==> src/rtl/instr_fetch_ctrl.sv <==
// Instruction fetch sequencer: fetch PC, ROM addressing, prefetch FIFO and decode handshake.
// Optional out-of-window fetch trap enabled by defining FETCH_BOUND_CHECK_EN.
module instr_fetch_ctrl #(
   parameter int unsigned  A_LEN    = 12,
   parameter int unsigned  DEPTH    = 4,
   parameter logic [31:0]  RESET_PC = 32'hBFC00000
) (
   input  logic             clk,
   input  logic             rst_n,
   output logic [A_LEN-1:0] mem_addr,
   input  logic [31:0]      mem_rdata,
   output logic [31:0]      instr,
   output logic [31:0]      instr_pc,
   output logic             instr_valid,
   input  logic             instr_ready,
   input  logic             redirect_valid,
   input  logic [31:0]      redirect_pc,
   output logic             fetch_fault
);
   localparam int unsigned   PW      = $clog2(DEPTH);
   localparam int unsigned   CW      = PW + 1;
   localparam logic [CW-1:0] DEPTH_C = CW'(DEPTH);

   typedef enum logic [1:0] {RUN, FULL, FAULT} state_t;

   state_t        state_q, state_d;
   logic [31:0]   fetch_pc_q, fetch_pc_d;
   logic [CW-1:0] count_q, count_d;
   logic [PW-1:0] rd_ptr_q, rd_ptr_d;
   logic [PW-1:0] wr_ptr_q, wr_ptr_d;
   logic [31:0]   data_q [DEPTH];
   logic [31:0]   data_d [DEPTH];
   logic [31:0]   pcs_q  [DEPTH];
   logic [31:0]   pcs_d  [DEPTH];
   logic          pop, push, out_of_window;

`ifdef FETCH_BOUND_CHECK_EN
   assign out_of_window = (fetch_pc_q[31:A_LEN] != RESET_PC[31:A_LEN]);
`else
   assign out_of_window = 1'b0;
`endif

   assign mem_addr = fetch_pc_q[A_LEN-1:0];
   assign pop      = instr_valid & instr_ready & ~redirect_valid;
   // FULL may still push when the head leaves in the same cycle.
   assign push     = (state_q != FAULT) & ~redirect_valid & ~out_of_window &
                     ((count_q < DEPTH_C) | pop);

   always_ff @(posedge clk) begin
      if (!rst_n) begin
         state_q    <= RUN;
         fetch_pc_q <= RESET_PC;
         count_q    <= '0;
         rd_ptr_q   <= '0;
         wr_ptr_q   <= '0;
         for (int unsigned i = 0; i < DEPTH; i++) begin
            data_q[i] <= '0;
            pcs_q[i]  <= '0;
         end
      end else begin
         state_q    <= state_d;
         fetch_pc_q <= fetch_pc_d;
         count_q    <= count_d;
         rd_ptr_q   <= rd_ptr_d;
         wr_ptr_q   <= wr_ptr_d;
         data_q     <= data_d;
         pcs_q      <= pcs_d;
      end
   end

   always_comb begin
      fetch_pc_d = fetch_pc_q;
      count_d    = count_q;
      rd_ptr_d   = rd_ptr_q;
      wr_ptr_d   = wr_ptr_q;
      data_d     = data_q;
      pcs_d      = pcs_q;
      if (redirect_valid) begin
         fetch_pc_d = redirect_pc & ~32'h3;
         count_d    = '0;
         rd_ptr_d   = '0;
         wr_ptr_d   = '0;
      end else begin
         if (push) begin
            data_d[wr_ptr_q] = mem_rdata;
            pcs_d[wr_ptr_q]  = fetch_pc_q;
            wr_ptr_d         = wr_ptr_q + PW'(1);
            fetch_pc_d       = fetch_pc_q + 32'd4;
         end
         if (pop) begin
            rd_ptr_d = rd_ptr_q + PW'(1);
         end
         case ({push, pop})
            2'b10:   count_d = count_q + CW'(1);
            2'b01:   count_d = count_q - CW'(1);
            default: count_d = count_q;
         endcase
      end
   end

   always_comb begin
      state_d = state_q;
      if (redirect_valid) begin
         state_d = RUN;
      end else if (state_q == FAULT || out_of_window) begin
         state_d = FAULT;
      end else if (count_d == DEPTH_C && !pop) begin
         state_d = FULL;
      end else begin
         state_d = RUN;
      end
   end

   always_comb begin
      instr_valid = (count_q != '0);
      instr       = data_q[rd_ptr_q];
      instr_pc    = pcs_q[rd_ptr_q];
`ifdef FETCH_BOUND_CHECK_EN
      fetch_fault = (state_q == FAULT);
`else
      fetch_fault = 1'b0;
`endif
   end

endmodule

==> config.mk <==
export PLATFORM = sky130hd
export DESIGN_NAME = instr_fetch_ctrl
export DESIGN_NICKNAME = d
export VERILOG_FILES = /design/src/rtl/instr_fetch_ctrl.sv
export SDC_FILE = /design/constraint.sdc
export NUM_CORES = 1
export LEC_CHECK = 0
export BUFFER_PORTS_ARGS = -buffer_cell sky130_fd_sc_hd__buf_2
export CAP_MARGIN = 10
export CORE_ASPECT_RATIO = 1.5
export CORE_MARGIN = 5
export CORE_UTILIZATION = 45
export CTS_BUF_LIST = sky130_fd_sc_hd__clkbuf_4
export DETAILED_ROUTE_END_ITERATION = 10
export PLACE_DENSITY = 0.63
export RECOVER_POWER = 25
export SLEW_MARGIN = 20
export SYNTH_ARGS = -nofsm -noshare
export SYNTH_HDL_FRONTEND = slang
export SYNTH_SLANG_ARGS = --single-unit
==> constraint.sdc <==
create_clock -name clk -period 2.5 [get_ports clk]
set_input_delay 0.5 -clock clk [delete_from_list [all_inputs] [get_ports clk]]
set_output_delay 0.5 -clock clk [all_outputs]
set_load 0.005 [all_outputs]
==> flow_summary.toml <==
[grt]
grt-ovfl-total = 0
antenna_found_initial = 2
grtUsageTotal = 0.222
first_global_vias = 10700
grt_max_degree = 69
grt_first_pass_wirelength_mm = 57.0

[power]
ir_drop_mv = 0.378
power_leakage_nw = 5.62
p_per_area_nw_per_um2 = 620
total_power_mw = 9.46

[critical_path]
startpoint = "rd_ptr_q[1]$_SDFFE_PP0P_"
regToRegSetupSlack_ns = 0.18
worstSetupPathType = "reg2out"
reg2reg_from = "count_q[2]$_SDFF_PN0_"
r2r_cells = 7
cp.required_ns = 2.00
critPathArrivalTime_ns = 2.03
cp-end-kind = "primary output"
path_max_fanout = 12
start_kind = "register"

[clocking]
cts.htree.levels = 3
tritoncts = "done"
cts.sinks = 287
root_buffer = "clkbuf_4"
path_clk_slew_ns = 0.06
clkLatencyLatePin_ns = 0.69
cts_buffers = 73
clk_path_buf_depth = 3

[yosys]
yosysTopAreaCellShare = 0.443
ys_top_cells_by_count = "526 x nand2_1, 287 x dfxtp_1, 245 x a21boi_0"
netlist_top_cells_area = "dfxtp_1 44%, nand2_1 15%, a21boi_0 14%"
yosysTopAreaCell = "dfxtp_1"
seq_area_frac_synth = 0.443
ys.flop_type = "dfxtp_1"
netlist_area_um2 = 13000
synth_cell_types = 51
ys_ff_latch = 287
synth_edf_count = 0
async_reset_ff_frac = 0
syn_avg_cell_area_um2 = 8.88
syn-instance-count = 1462
yosys_warnings = 0
synth.most_common_cell = "nand2_1"

[detailed_routing]
wl_per_cell_um = 17.9
wl_mm = 36.6
remaining_drc_errors = 0
via_count = 10700
firstDrtPassIters = 5
ant_nets = 0
vias_per_cell = 5.24
drt_iter0_drc = 534

[placement]
dpl_worst_slack_ns = 0.242
io_buffers = 138
place_area_um2 = 14000
hpwl_mm = 21.0
globalplace.congestion = 0.803

[outcome]
violations = "negative setup slack"
status = "complete, but fails checks"

[min_path]
min-delay-start = "redirect_pc[24]"
hold_path_class = "in2reg"
whs_path_depth = 2

[floorplanning]
core_area_um2 = 28600
rows = 76
die_area_um2 = 32400
initial_core_util = 0.453
die_h_um = 218
io_pins = 146
die_x_um = 149

[run]
maxCapViolations = 0

[timing]
fin_worst_skew_ns = 0.0387
fmax_ghz = 0.396
hold_viol = 0
slew_headroom = 0.111
period_needed_ns = 2.53
max_slew.worst_pin.slew_ns = 1.33
rsz0062_at_grt = "true"
slew_viol_final = 0
timing.final.crit_share = 1.01
setup_viol = 8
worst_slack_ns = -0.0271
tns_ns = -0.107

[cells_and_area]
postLayoutCellArea_um2 = 15300
drive_above_1_share = 0.236
n_fill_cell = 2678
layout.nets = 1679
area_delta_synth_final_pct = 17.7
repair_timing:
action	4_1_cts	5_1_grt
cloned	4	5
endpoints found under the hold margin	1	0
hold buffers	1	0
gates resized for setup	15	6
setup endpoints to repair	55	62
setup buffers	8	5
routing by layer:
| metal | GRT usage | wire length (um) | vias up |
|---|---|---|---|
| met5 | 0 | 0 | - |
| met4 | 0.0826 | 876 | 0 |
| met3 | 0.0432 | 1930 | 59 |
| met2 | 0.393 | 18800 | 266 |
| met1 | 0.265 | 15000 | 5164 |
| li1 | - | - | 5222 |
stage by stage:
step / std cells / utilization / hold WS, ns
3_5_place_dp: 1897 / 0.490 / 0.446
6_report: 2044 / 0.533 / 0.0623
5_1_grt: 2043 / 0.533 / 0.0279
3_3_place_gp: 1897 / 0.490 / 0.441
4_1_cts: 2032 / 0.529 / 0.00738
2_1_floorplan: 1466 / - / 0.432
final cells by class:
class,instances,area [um2],share of cell area
Multi-Input combinational cell,1032,6590,0.431
Timing Repair Buffer,205,1560,0.102
Clock inverter,15,57.6,0.00377
Antenna cell,3,7.51,0.000492
Inverter,5,18.8,0.00123
Tap cell,390,488,0.0320
Clock buffer,107,803,0.0526
Sequential cell,287,5750,0.377
sequential cells by signal, indices dropped and copies added (netlist names):
register    cells
count_q         3
rd_ptr_q        2
wr_ptr_q        2
pcs_q         120
data_q        128
fetch_pc_q     30
state_q         2
critical path, cell delays in order (launching register included):
cell     delay, ns
dfxtp_4       0.44
buf_12        0.19
mux4_2        0.54
buf_2         0.15
final timing paths:
| path | to |
|---|---|
| setup / recovery | instr[28] |
| setup reg to reg | data_q[1]$_SDFFE_PN0P_ |
| hold reg to reg | pcs_q[95]$_SDFFE_PN0P_ |
| hold / removal | fetch_pc_q[24]$_SDFFE_PN1P_ |
where the power goes:
| part | internal [mW] | switching (mW) |
|---|---|---|
| combinational | 0.374 | 0.464 |
| clock | 1.95 | 1.86 |
| sequential | 4.71 | 0.109 |
cell usage in the layout, fill, tap and decap left out, types with 3 or more instances in the layout:
cell,instances
nor2_1,26
clkbuf_16,5
clkbuf_4,107
and2_1,4
buf_4,32
nor2b_1,3
nor3_1,9
mux4_2,62
and2_0,5
and2_2,4
inv_1,5
a31oi_1,3
nand3_1,10
xor2_1,12
a21oi_1,13
o211a_1,4
buf_12,14
nand4_1,9
conb_1,5
clkinv_1,13
nand2b_1,6
buf_16,4
buf_6,8
nand2_1,522
diode_2,3
buf_2,132
and3_1,8
o31ai_1,3
ha_1,6
xnor2_1,15
dfxtp_1,285
nand2_2,4
clkbuf_2,4
o21ai_0,19
clkbuf_1,5
a21boi_0,246
logic make-up after synthesis:
kind of cell / synth area share
flops: 0.443
other cells: 0.000289
buf+inv: 0.0517
xor+xnor: 0.0182
compound gates: 0.170
simple gates: 0.200
fa+ha+maj: 0.00733
mux: 0.109
No activity file was read; power rests on OpenSTA's default activity.
